--- src/rtl/polar_hd_decoder.sv ---
// Bounded-distance hard-decision decoder for the (64,40) CRC-aided polar code.
// Tries error patterns of weight 0, 1, 2 in fixed order, one candidate per clock.
package polar_hd_pkg;
   // Info set = rows of weight >= 8 (popcount >= 3) minus rows 7 and 11, so dmin >= 8.
   localparam int INFO_POS [40] = '{
      13, 14, 15, 19, 21, 22, 23, 25, 26, 27, 28, 29, 30, 31, 35, 37, 38, 39, 41, 42,
      43, 44, 45, 46, 47, 49, 50, 51, 52, 53, 54, 55, 56, 57, 58, 59, 60, 61, 62, 63};
   localparam int FROZEN_POS [24] = '{
      0, 1, 2, 3, 4, 5, 6, 7, 8, 9, 10, 11, 12, 16, 17, 18, 20, 24, 32, 33, 34, 36, 40, 48};

   function automatic logic [63:0] polar_transform64(input logic [63:0] x);
      logic [63:0] v;
      v = x;
      for (int l = 0; l < 6; l++) begin
         for (int i = 0; i < 64; i++) begin
            if ((i & (1 << l)) == 0) v[i] = v[i] ^ v[i + (1 << l)];
         end
      end
      return v;
   endfunction

   function automatic logic [15:0] crc16_ccitt24(input logic [23:0] d);
      logic [15:0] crc;
      logic        fb;
      crc = 16'h0000;
      for (int b = 23; b >= 0; b--) begin
         fb  = crc[15] ^ d[b];
         crc = {crc[14:0], 1'b0};
         if (fb) crc = crc ^ 16'h1021;
      end
      return crc;
   endfunction

   function automatic logic [23:0] info_data(input logic [63:0] u);
      logic [23:0] d;
      d = '0;
      for (int k = 0; k < 24; k++) d[23-k] = u[INFO_POS[k]];
      return d;
   endfunction

   function automatic logic [15:0] info_crc(input logic [63:0] u);
      logic [15:0] c;
      c = '0;
      for (int k = 0; k < 16; k++) c[15-k] = u[INFO_POS[24+k]];
      return c;
   endfunction

   function automatic logic frozen_clear(input logic [63:0] u);
      logic ok;
      ok = 1'b1;
      for (int k = 0; k < 24; k++) if (u[FROZEN_POS[k]]) ok = 1'b0;
      return ok;
   endfunction
endpackage

// state  | meaning
// IDLE   | waiting for a codeword (in_ready high once out of reset)
// SEARCH | evaluating candidate r_c against the stored codeword
// DONE   | result held on the outputs until the consumer takes it
module polar_hd_decoder
   import polar_hd_pkg::*;
#(
   parameter int MAX_FLIPS = 2
) (
   input  logic     clk,
   input  logic     rst_n,
   polar_hd_if.slave bus
);

   if (MAX_FLIPS < 0 || MAX_FLIPS > 2) begin : g_bad_max_flips
      $error("polar_hd_decoder: MAX_FLIPS must be 0, 1 or 2");
   end

   localparam logic [11:0] LAST_C = (MAX_FLIPS == 0) ? 12'd0 :
                                    (MAX_FLIPS == 1) ? 12'd64 : 12'd2080;

   typedef enum logic [1:0] {S_IDLE, S_SEARCH, S_DONE} state_t;

   state_t      r_state;
   state_t      w_state_nxt;
   logic        r_alive;
   logic [63:0] r_cw;
   logic [11:0] r_c;
   logic [1:0]  r_wt;
   logic [5:0]  r_i;
   logic [5:0]  r_j;
   logic [23:0] r_data;
   logic [23:0] r_data0;
   logic [1:0]  r_flips;
   logic        r_fail;

   logic [63:0] w_err;
   logic [63:0] w_u;
   logic [23:0] w_data_hat;
   logic        w_pass;
   logic        w_last;
   logic        w_in_ready;
   logic        w_accept;

   // r_wt selects the pattern family; r_i/r_j walk the flip positions in order.
   always_comb begin
      w_err = '0;
      if (r_wt != 2'd0) w_err[r_i] = 1'b1;
      if (r_wt == 2'd2) w_err[r_j] = 1'b1;
   end

   assign w_u        = polar_transform64(r_cw ^ w_err);
   assign w_data_hat = info_data(w_u);
   assign w_pass     = frozen_clear(w_u) && (crc16_ccitt24(w_data_hat) == info_crc(w_u));
   assign w_last     = (r_c == LAST_C);

   assign w_in_ready    = r_alive && (r_state == S_IDLE);
   assign w_accept      = bus.in_valid && w_in_ready;
   assign bus.in_ready  = w_in_ready;
   assign bus.out_valid = (r_state == S_DONE);
   assign bus.out_data  = r_data;
   assign bus.out_flips = r_flips;
   assign bus.out_fail  = r_fail;

   always_ff @(posedge clk or negedge rst_n) begin
      if (!rst_n) r_state <= S_IDLE;
      else        r_state <= w_state_nxt;
   end

   always_comb begin
      w_state_nxt = r_state;
      case (r_state)
         S_IDLE:   if (w_accept) w_state_nxt = S_SEARCH;
         S_SEARCH: if (w_pass || w_last) w_state_nxt = S_DONE;
         S_DONE:   if (bus.out_ready) w_state_nxt = S_IDLE;
         default:  w_state_nxt = S_IDLE;
      endcase
   end

   always_ff @(posedge clk or negedge rst_n) begin
      if (!rst_n) begin
         r_alive <= 1'b0;
         r_cw    <= '0;
         r_c     <= '0;
         r_wt    <= '0;
         r_i     <= '0;
         r_j     <= '0;
         r_data  <= '0;
         r_data0 <= '0;
         r_flips <= '0;
         r_fail  <= 1'b0;
      end else begin
         r_alive <= 1'b1;
         case (r_state)
            S_IDLE: begin
               if (w_accept) begin
                  r_cw <= bus.in_cw;
                  r_c  <= '0;
                  r_wt <= '0;
                  r_i  <= '0;
                  r_j  <= '0;
               end
            end
            S_SEARCH: begin
               if (r_c == 12'd0) r_data0 <= w_data_hat;
               if (w_pass) begin
                  r_data  <= w_data_hat;
                  r_flips <= r_wt;
                  r_fail  <= 1'b0;
               end else if (w_last) begin
                  // Failure reports the uncorrected data (candidate 0).
                  r_data  <= (r_c == 12'd0) ? w_data_hat : r_data0;
                  r_flips <= 2'd0;
                  r_fail  <= 1'b1;
               end else begin
                  r_c <= r_c + 12'd1;
                  case (r_wt)
                     2'd0: begin
                        r_wt <= 2'd1;
                        r_i  <= 6'd0;
                     end
                     2'd1: begin
                        if (r_i == 6'd63) begin
                           r_wt <= 2'd2;
                           r_i  <= 6'd0;
                           r_j  <= 6'd1;
                        end else begin
                           r_i <= r_i + 6'd1;
                        end
                     end
                     default: begin
                        if (r_j == 6'd63) begin
                           r_i <= r_i + 6'd1;
                           r_j <= r_i + 6'd2;
                        end else begin
                           r_j <= r_j + 6'd1;
                        end
                     end
                  endcase
               end
            end
            default: ;
         endcase
      end
   end

endmodule

--- src/rtl/polar_hd_decoder_if.sv ---
// Codeword-in / result-out handshake bundle for the polar hard-decision decoder.
interface polar_hd_if;
   logic        in_valid;
   logic        in_ready;
   logic [63:0] in_cw;
   logic        out_valid;
   logic        out_ready;
   logic [23:0] out_data;
   logic [1:0]  out_flips;
   logic        out_fail;

   modport master (
      output in_valid, in_cw, out_ready,
      input  in_ready, out_valid, out_data, out_flips, out_fail
   );

   modport slave (
      input  in_valid, in_cw, out_ready,
      output in_ready, out_valid, out_data, out_flips, out_fail
   );
endinterface

--- src/flat_wrapper.sv ---
// flat-port wrapper written by rule: the top's interface ports become plain ports
module polar_hd_decoder_flat import polar_hd_pkg::*;
#(
   parameter int MAX_FLIPS = 2
)
  (clk, rst_n, bus_in_valid, bus_in_cw, bus_out_ready, bus_in_ready, bus_out_valid, bus_out_data, bus_out_flips, bus_out_fail);
  polar_hd_if bus_i ();
  input  logic clk;
  input  logic rst_n;
  input wire logic [$bits(bus_i.in_valid)-1:0] bus_in_valid;
  input wire logic [$bits(bus_i.in_cw)-1:0] bus_in_cw;
  input wire logic [$bits(bus_i.out_ready)-1:0] bus_out_ready;
  output wire logic [$bits(bus_i.in_ready)-1:0] bus_in_ready;
  output wire logic [$bits(bus_i.out_valid)-1:0] bus_out_valid;
  output wire logic [$bits(bus_i.out_data)-1:0] bus_out_data;
  output wire logic [$bits(bus_i.out_flips)-1:0] bus_out_flips;
  output wire logic [$bits(bus_i.out_fail)-1:0] bus_out_fail;
  assign bus_i.in_valid = bus_in_valid;
  assign bus_i.in_cw = bus_in_cw;
  assign bus_i.out_ready = bus_out_ready;
  assign bus_in_ready = bus_i.in_ready;
  assign bus_out_valid = bus_i.out_valid;
  assign bus_out_data = bus_i.out_data;
  assign bus_out_flips = bus_i.out_flips;
  assign bus_out_fail = bus_i.out_fail;
  polar_hd_decoder #(.MAX_FLIPS(MAX_FLIPS)) u_core (.clk(clk), .rst_n(rst_n), .bus(bus_i));
endmodule
--- config.mk ---
export PLATFORM = sky130hd
export DESIGN_NAME = polar_hd_decoder_flat
export DESIGN_NICKNAME = d
export VERILOG_FILES = /design/src/rtl/polar_hd_decoder.sv /design/src/rtl/polar_hd_decoder_if.sv /design/src/flat_wrapper.sv
export SDC_FILE = /design/constraint.sdc
export NUM_CORES = 1
export LEC_CHECK = 0
export CAP_MARGIN = 20
export CELL_PAD_IN_SITES_DETAIL_PLACEMENT = 1
export CELL_PAD_IN_SITES_GLOBAL_PLACEMENT = 1
export CORE_UTILIZATION = 30
export DETAILED_ROUTE_END_ITERATION = 16
export PLACE_DENSITY_LB_ADDON = 0.1
export SYNTH_ARGS = -nofsm -noshare
export SYNTH_HDL_FRONTEND = slang
export SYNTH_SLANG_ARGS = --single-unit
--- constraint.sdc ---
create_clock -name clk -period 5.1 [get_ports clk]
set_input_delay 0.765 -clock clk [delete_from_list [all_inputs] [get_ports clk]]
set_output_delay 0.765 -clock clk [all_outputs]
set_load 0.02 [all_outputs]
==> results of run 1 <==
routing by layer:
| metal | vias up | global-route usage |
|---|---|---|
| met5 | - | 0 |
| met4 | 0 | 0.0574 |
| li1 | 4651 | - |
| met3 | 37 | 0.0307 |
| met2 | 158 | 0.359 |
| met1 | 5013 | 0.299 |
per-stage QoR:
stage	util	hold slack [ns]	setup TNS, ns
after floorplan	-	0.447	0
after global placement	0.390	0.483	-12.24
after detailed placement	0.390	0.490	-14.85
after CTS	0.413	0.314	-0.835
after global routing	0.451	0.347	-5.27
final	0.451	0.284	-1.87
what timing repair did:
item	CTS	global route
setup endpoints to repair	55	51
gates resized for setup	32	142
buffers inserted	8	56
pin swaps	9	40
gates cloned	0	6
hold buffers	0	0
Yosys cell counts, drive strengths merged, types with 5 or more instances:
library cell / number / area share
xnor3: 21 / 0.041
a22o: 5 / 0.0038
mux2i: 10 / 0.0087
ha: 8 / 0.0087
nand2b: 7 / 0.0038
or2: 5 / 0.0029
and3: 9 / 0.0049
nand2: 230 / 0.075
nor3: 8 / 0.0039
nand4: 7 / 0.0038
a32oi: 26 / 0.021
or3: 5 / 0.0027
clkbuf: 35 / 0.011
nand4b: 10 / 0.0094
o22ai: 35 / 0.024
nand4bb: 8 / 0.0078
xnor2: 204 / 0.18
o21ai: 17 / 0.0074
nor3b: 5 / 0.0033
inv: 16 / 0.0052
xor2: 85 / 0.080
nor2: 31 / 0.010
mux2: 55 / 0.060
buf: 28 / 0.017
a21oi: 19 / 0.0089
a211oi: 7 / 0.0050
o22a: 5 / 0.0038
nor4b: 6 / 0.0051
dfrtp: 144 / 0.31
nand3: 22 / 0.0096
o211ai: 7 / 0.0078
nor4bb: 6 / 0.0052
worst paths after layout:
check,end,from
worst max-delay path,u_core.bus.out_data[20],u_core.r_wt[1]
worst min-delay path,u_core.r_cw[44],rst_n
worst max register to register,u_core.bus.out_data[20],u_core.r_wt[1]
worst min register to register,u_core.r_cw[24],u_core.r_cw[24]
max in group asynchronous,u_core.r_j[5],rst_n
min in group clk,u_core.r_cw[24],u_core.r_cw[24]
sequential cells by signal (all words and copies together), names as in the netlist, 2 cells and up:
| signal | count |
|---|---|
| u_core.r_state | 2 |
| u_core.r_cw | 64 |
| u_core.r_i | 6 |
| u_core.bus.out_data | 24 |
| u_core.r_c | 12 |
| u_core.r_data0 | 24 |
| u_core.r_wt | 2 |
| u_core.bus.out_flips | 2 |
| u_core.r_j | 6 |
worst max-delay path: stages (launching register included):
cell and delay (ns):
dfrtp_2 0.44, buf_12 0.15, o21ba_4 0.23, buf_4 0.14
clkbuf_16 0.16, a32oi_1 0.46, xnor2_2 0.18, xnor2_4 0.24
xor2_4 0.24, xnor2_4 0.14, or4b_1 0.55, a222oi_1 0.37
nand4_1 0.19, a211oi_2 0.22, buf_4 0.14, and4_4 0.26
o2bb2ai_4 0.19, buf_12 0.19, mux2_2 0.34, mux2_4 0.26
kinds of logic after synthesis:
kind of cell	after synthesis	synth area share
fa+ha+maj	8	0.00868
simple gates	390	0.171
compound gates	146	0.103
buf+inv	79	0.0339
xor+xnor	313	0.302
flops	144	0.313
other cells	1	0.000325
mux	65	0.0683
area by class of cell:
| type | count | area, um2 |
|---|---|---|
| clock buffer | 18 | 439 |
| clock inverter | 14 | 180 |
| fill | 4156 | 20700 |
| inverter | 16 | 60.1 |
| multi-input combinational | 923 | 8540 |
| sequential | 144 | 3610 |
| tap | 511 | 639 |
| timing repair buffer | 399 | 3570 |
layout by cell type (no fill, tap or decap), types with 7 or more instances in the layout:
master / count
a21oi_1: 16
a32oi_1: 21
and3_1: 7
buf_12: 15
buf_4: 264
buf_6: 17
clkbuf_16: 21
clkdlybuf4s50_1: 95
dfrtp_1: 136
dfrtp_2: 8
inv_1: 16
mux2_2: 32
mux2_4: 22
mux2i_1: 9
nand2_1: 228
nand2b_1: 7
nand3_1: 22
nand4_1: 7
nand4b_1: 8
nand4bb_1: 7
nor2_1: 30
o21ai_0: 14
o22ai_1: 14
o22ai_2: 12
o22ai_4: 9
xnor2_1: 135
xnor2_2: 56
xnor2_4: 13
xnor3_1: 13
xnor3_2: 8
xor2_1: 53
xor2_2: 20
xor2_4: 12
==> results.cfg, run 1 <==
[critical_path]
r2r_slack_ns = -0.12
cp.arrival_ns = 5.56
start_kind = register
crit_path_max_fanout = 10
required_ns = 5.43
criticalPathCategory = reg2reg
setup.worst_path.end_class = register
r2r_cells = 19

[routing]
ant_nets = 0
wl_met1_um = 20800
drc = 0
highest_layer = met4
wl_met3_um = 1260
met2_length_um = 21200
detail_route.wl_per_cell_um = 21.8
via_per_inst = 4.87
drt-initial-drc-count = 552
vias = 9859
dr.pass1.iters = 5
routed_wl_um = 44100

[floorplan]
top_level_ports = 97
core_region_area_um2 = 37800
fp-row-count = 71
initial_core_util = 0.305
die_w_um = 198
die-height_um = 198
die_area_um2 = 39200

[timing]
fin_skew_ns = 0.0123
fmax_mhz = 191
setup_slack_ns = -0.123
rsz0062_at_grt = yes
setup_viol = 18
hold_viol_final = 0
min_period_ns = 5.22
slew_violations = 0
post-route-period-util = 1.02
slew_headroom = 0.279
worst_pin_slew_ns = 1.08

[grt]
grt_max_degree = 78
grt_pass1_vias = 10053
grt_first_pass_wirelength_um = 62600
track_usage = 0.218
overflow = 0
antenna_found_initial = 0

[clocking]
cts_tree = built
cts.sinks = 144
insertion_delay_ns = 0.46
clk_path_buf_depth = 2
cts-buffers-inserted = 17
ctsRootBufferMaster = clkbuf_16
htreeDepth = 4
clkTransAtPathRegs_ns = 0.06

[placed_design]
portBuffers = 96
place_ws_ns = -0.400
dpl.hpwl_um = 32700
place_congestion = 0.880
post-place-cells = 1924
place_area_um2 = 14700

[layout]
area.growth.synth_to_final_pct = 47.8
nets = 1577
diodes = 0
stdcell_area_um2 = 17000
drive_gt1_frac = 0.384
final_cells = 2025

[yosys]
ys_ff_latch = 144
synthFlopType = dfrtp_1
synthDistinctLibCells = 93
syn_nets = 1222
syn-cell-area_um2 = 11500
ys_seq_area_frac = 0.313
syn_inst = 1146
yosysWarnings = 0
async_flop_share = 1.00
synth-edff-count = 0
syn_avg_cell_area_um2 = 10.1

[status]
status = finished with violations
failed_checks = negative setup slack

[hold_path]
hp-class = in2async

[run]
maxCapViolations = 0
Power of run 1 is left out: the tool's default activity adds up to more than one toggle a clock period on the data nets, which glitch-free logic cannot reach.
==> run 2, diff against run 1 <==
--- a/config.mk
+++ b/config.mk
@@ -9,5 +9,7 @@
 export CELL_PAD_IN_SITES_DETAIL_PLACEMENT = 1
 export CELL_PAD_IN_SITES_GLOBAL_PLACEMENT = 1
+export CORE_MARGIN = 4
 export CORE_UTILIZATION = 30
+export CTS_BUF_LIST = sky130_fd_sc_hd__clkbuf_4 sky130_fd_sc_hd__clkbuf_8
 export DETAILED_ROUTE_END_ITERATION = 16
 export PLACE_DENSITY_LB_ADDON = 0.1
==> constraint.sdc (replaced) <==
create_clock -name clk -period 5.1 [get_ports clk]
set_input_delay 0.51 -clock clk [delete_from_list [all_inputs] [get_ports clk]]
set_output_delay 0.51 -clock clk [all_outputs]
set_load 0.02 [all_outputs]
==> run 2 against run 1 <==
Compared with the run above: the run still ends with negative setup slack left; clock skew is 0.0057 ns higher; maximum frequency increased by 1.3%; register-to-register slack better by 0.07 ns; die area is 6.2% higher; critical path depth decreased by 2; global-route usage down 1.4 points; worst hold slack better by 0.21 ns; critical endpoint is now u_core.bus.out_data[18]; flip-flop and latch count unchanged; utilization barely moved; via count fell by 2.1%.
==> results.cfg, run 2 (synthesized netlist as in run 1, its figures left out) <==
[layout]
area.growth.synth_to_final_pct = 48.0
largest_register_ffs = 64
nets = 1577
top_register = u_core.r_cw
final_common_cell = buf_4
drive_gt1_frac = 0.394
final_cell_mix = buf_4, nand2_1, xnor2_1, dfrtp_1, clkdlybuf4s50_1

[timing]
worst_pin_slew_ns = 1.02
min_period_ns = 5.16
post-route-period-util = 1.01
fmax_mhz = 194
slew_headroom = 0.315
hold_ws_ns = 0.495
setup_slack_ns = -0.0556
fin_skew_ns = 0.0179
hold_viol_final = 0
rsz0062_at_grt = yes
setup_viol = 19
slew_violations = 0

[floorplan]
top_level_ports = 97
die_w_um = 204
die_area_um2 = 41600
die-height_um = 204
core_region_area_um2 = 37800
initial_core_util = 0.305
fp-row-count = 71

[clocking]
clk_path_buf_depth = 2
ctsRootBufferMaster = clkbuf_8
clkTransAtPathRegs_ns = 0.09
cts.sinks = 144
insertion_delay_ns = 0.50
cts_tree = built
cts-buffers-inserted = 17
htreeDepth = 4

[grt]
antenna_found_initial = 1
grt_pass1_vias = 10320
track_usage = 0.204
grt_max_degree = 81
grt_first_pass_wirelength_um = 64000
overflow = 0

[status]
status = finished with violations
failed_checks = negative setup slack

[critical_path]
setup.worst_path.end_class = register
criticalPathCategory = reg2reg
crit_path_max_fanout = 12
start_kind = register
cp.arrival_ns = 5.53
required_ns = 5.48

[routing]
routed_wl_um = 42900
vias = 9650
dr.pass1.iters = 5
detail_route.wl_per_cell_um = 21.2
via_per_inst = 4.77
drt-initial-drc-count = 480
ant_nets = 0
drc = 0

[placed_design]
place_congestion = 0.912
portBuffers = 96
dpl.hpwl_um = 32900

[run]
maxCapViolations = 0

[hold_path]
hp-class = reg2reg
-- run 2: cell count changes in the layout (fill, tap and decap cells not counted), moves of 4 or more --
cell       before  now
xnor2_1       135  139
dfrtp_2         8   12
xnor2_2        56   48
xnor2_4        13   17
buf_6          17   23
clkbuf_16      21    1
dfrtp_1       136  132
clkbuf_8        1   17
buf_4         264  260
-- run 2: metal layers --
metal,global-route usage,part of all wire
met5,0,0
met3,0.0260,0.026
met4,0.0572,0.023
met2,0.333,0.48
met1,0.286,0.48
-- run 2: per-stage QoR --
step | instances | setup slack, ns | utilization | setup TNS (ns) | cell area (um2)
floorplan | 1146 | 0.00868 | - | 0 | 11500
global placement | 1917 | -0.245 | 0.389 | -6.96 | 14700
detailed placement | 1917 | -0.334 | 0.389 | -9.84 | 14700
CTS | 1972 | -0.000454 | 0.419 | -0.000454 | 15800
global route | 2025 | -0.185 | 0.452 | -4.42 | 17100
finish | 2025 | -0.0556 | 0.452 | -0.622 | 17100
-- run 2: area by class of cell --
cell class / instances / area, um2
antenna: 1 / 2.50
clock buffer: 18 / 241
clock inverter: 13 / 210
fill: 4155 / 20700
inverter: 16 / 60.1
multi-input combinational: 923 / 8690
sequential: 144 / 3620
tap: 511 / 639
timing repair buffer: 399 / 3590
-- run 2: final timing paths --
path | startpoint | endpoint | slack [ns] | cells after the start
setup reg to reg | u_core.r_wt[0] | u_core.bus.out_data[18] | -0.06 | 17
hold / removal | u_core.r_cw[40] | u_core.r_cw[40] | 0.49 | 2
max in group asynchronous | rst_n | u_core.r_cw[1] | 3.60 | 3
hold reg to reg | u_core.r_cw[40] | u_core.r_cw[40] | 0.49 | 2
min in group asynchronous | rst_n | u_core.r_cw[44] | 0.55 | 2
setup / recovery | u_core.r_wt[0] | u_core.bus.out_data[18] | -0.06 | 17
-- run 2: what timing repair did --
action	4_1_cts	5_1_grt
buffers inserted	21	51
hold buffers	1	0
setup endpoints to repair	49	53
endpoints found under the hold margin	15	0
gates resized for setup	75	126
pin swaps	8	36
cloned	2	1
-- run 2: worst max-delay path, cell delays in order, from the launching register on --
cell,delay [ns]
dfrtp_2,0.46
buf_12,0.16
or4b_4,0.56
o22ai_4,0.13
xor2_2,0.20
xnor2_2,0.15
xnor3_2,0.48
xor2_2,0.17
xnor3_2,0.38
buf_4,0.16
xnor2_2,0.13
xnor2_1,0.21
mux2_4,0.34
a2111oi_4,0.43
o2bb2ai_4,0.26
clkbuf_16,0.22
mux2_2,0.34
mux2_4,0.26
Power of run 2 is left out for the same reason.
==> run 3, diff against run 2 <==
Settings changed: CORE_ASPECT_RATIO set to 1.4, TNS_END_PERCENT set to 50.
==> run 3 against run 2 <==
Compared with the run above: the flow now finishes without violations; first-iteration DRC count fell by 29%; maximum frequency rose by 2.2%; clock-buffer cell count rose by 1; final area fell by 5.6%; via count fell by 0.66%; routed wire length fell by 3.7%; die area rose by 0.11%; critical path depth rose by 5; clock skew barely moved.
==> results.cfg, run 3 (synthesized netlist as in run 1, its figures left out) <==
[floorplan]
die-height_um = 240
die_w_um = 174
fp-row-count = 84
die_area_um2 = 41700
core_region_area_um2 = 37700
top_level_ports = 97
initial_core_util = 0.306

[routing]
highest_layer = met4
via_per_inst = 4.91
routed_wl_um = 41300
dr.pass1.iters = 4
met2_length_um = 22900
drc = 0
detail_route.wl_per_cell_um = 21.2
wl_met1_um = 15600
wl_met3_um = 828
ant_nets = 0
drt-initial-drc-count = 342
vias = 9586

[layout]
drive_gt1_frac = 0.346
final_cell_mix = buf_4, nand2_1, xnor2_1, dfrtp_1, clkdlybuf4s50_1
area.growth.synth_to_final_pct = 39.7
layout.area.seq_um2 = 3620
nets = 1541
largest_register_ffs = 64
fill_cells = 4207
diodes = 0
multiInputGateArea_um2 = 8210
final_common_cell = buf_4
top_register = u_core.r_cw

[status]
status = completed

[critical_path]
required_ns = 5.49
setup.worst_path.end_class = register
cp_common_cell = buf_4
criticalPathCategory = reg2reg
crit_path_max_incr_delay_ns = 0.46
start_kind = register
slowest_stage = dfrtp_2
cp.arrival_ns = 5.43
cp_cell_sequence = buf_12 -> o211ai_4 -> buf_12 -> buf_6 -> o22ai_2 -> xor2_4 -> buf_4 -> xnor2_2 -> buf_4 -> xor2_1 -> xnor3_2 -> xor2_4 -> buf_4 -> buf_4 -> xor2_1 -> or3b_1 -> o32ai_1 -> and4_4 -> o2bb2ai_4 -> clkbuf_16 -> mux2_2 -> mux2_4
crit_path_max_fanout = 11

[grt]
grt_first_pass_wirelength_um = 60800
track_usage = 0.193
overflow = 0
grt_max_degree = 87
antenna_found_initial = 0
grt_pass1_vias = 10070

[clocking]
clkTransAtPathRegs_ns = 0.09
cts.sinks = 144
cts_tree = built
ctsRootBufferMaster = clkbuf_8
htreeDepth = 4
clk_path_buf_depth = 2
insertion_delay_ns = 0.50
cts-buffers-inserted = 17

[placed_design]
dpl.hpwl_um = 32900
place_ws_ns = -0.125
portBuffers = 96
place_congestion = 0.923

[timing]
worst_pin_slew_ns = 0.757
tns_ns = 0
slew_violations = 0
hold_ws_ns = 0.503
setup_slack_ns = 0.0553
hold_viol_final = 0
min_period_ns = 5.04
slew_headroom = 0.494
rsz0062_at_grt = yes
fmax_mhz = 198
fin_skew_ns = 0.0175
setup_viol = 0
post-route-period-util = 0.989

[hold_path]
hp-class = reg2reg

[run]
maxCapViolations = 0
[run 3: area by class of cell]
type / instances / area share
Sequential cell: 144 / 0.225
Timing Repair Buffer: 363 / 0.200
Inverter: 16 / 0.00373
Clock inverter: 13 / 0.00940
Clock buffer: 19 / 0.0162
Tap cell: 473 / 0.0367
Multi-Input combinational cell: 923 / 0.510
[run 3: through the flow]
| step | cells | instance area [um2] | util |
|---|---|---|---|
| after floorplan | 1146 | 11500 | - |
| after global placement | 1862 | 14500 | 0.384 |
| after detailed placement | 1862 | 14500 | 0.384 |
| after CTS | 1898 | 15100 | 0.400 |
| after global routing | 1951 | 16100 | 0.427 |
| final | 1951 | 16100 | 0.427 |
[run 3: worst paths after layout]
path | slack (ns) | startpoint | to | cells past startpoint
min reg2reg | 0.50 | u_core.r_cw[8] | u_core.r_cw[8] | 2
min in group asynchronous | 0.55 | rst_n | u_core.r_cw[60] | 2
max in group asynchronous | 3.64 | rst_n | u_core.r_j[0] | 3
min | 0.50 | u_core.r_cw[8] | u_core.r_cw[8] | 2
max reg2reg | 0.06 | u_core.r_wt[0] | u_core.bus.out_data[18] | 22
max | 0.06 | u_core.r_wt[0] | u_core.bus.out_data[18] | 22
[run 3: repair_timing]
item,4_1_cts,5_1_grt
hold endpoints to repair,37,0
cloned,0,3
endpoints found under the setup margin,23,43
resized for setup,29,90
hold buffers,1,0
setup buffers,3,50
pin swaps,6,34
[run 3: metal layers]
| layer | global-route usage | vias up |
|---|---|---|
| met5 | 0 | - |
| met4 | 0.0912 | 0 |
| met3 | 0.0197 | 71 |
| met2 | 0.368 | 142 |
| met1 | 0.214 | 4785 |
| li1 | - | 4588 |
[run 3: worst max-delay path, delay by kind of cell (launching register included)]
family / cells / cell delay, ns
buffers and inverters: 8 / 1.30
xor gates and xnor gates: 6 / 1.30
and+or+nand+nor: 2 / 0.66
AOI/OAI and AO/OA: 4 / 0.59
muxes: 2 / 0.58
DFF: 1 / 0.46
Power of run 3 is left out for the same reason.
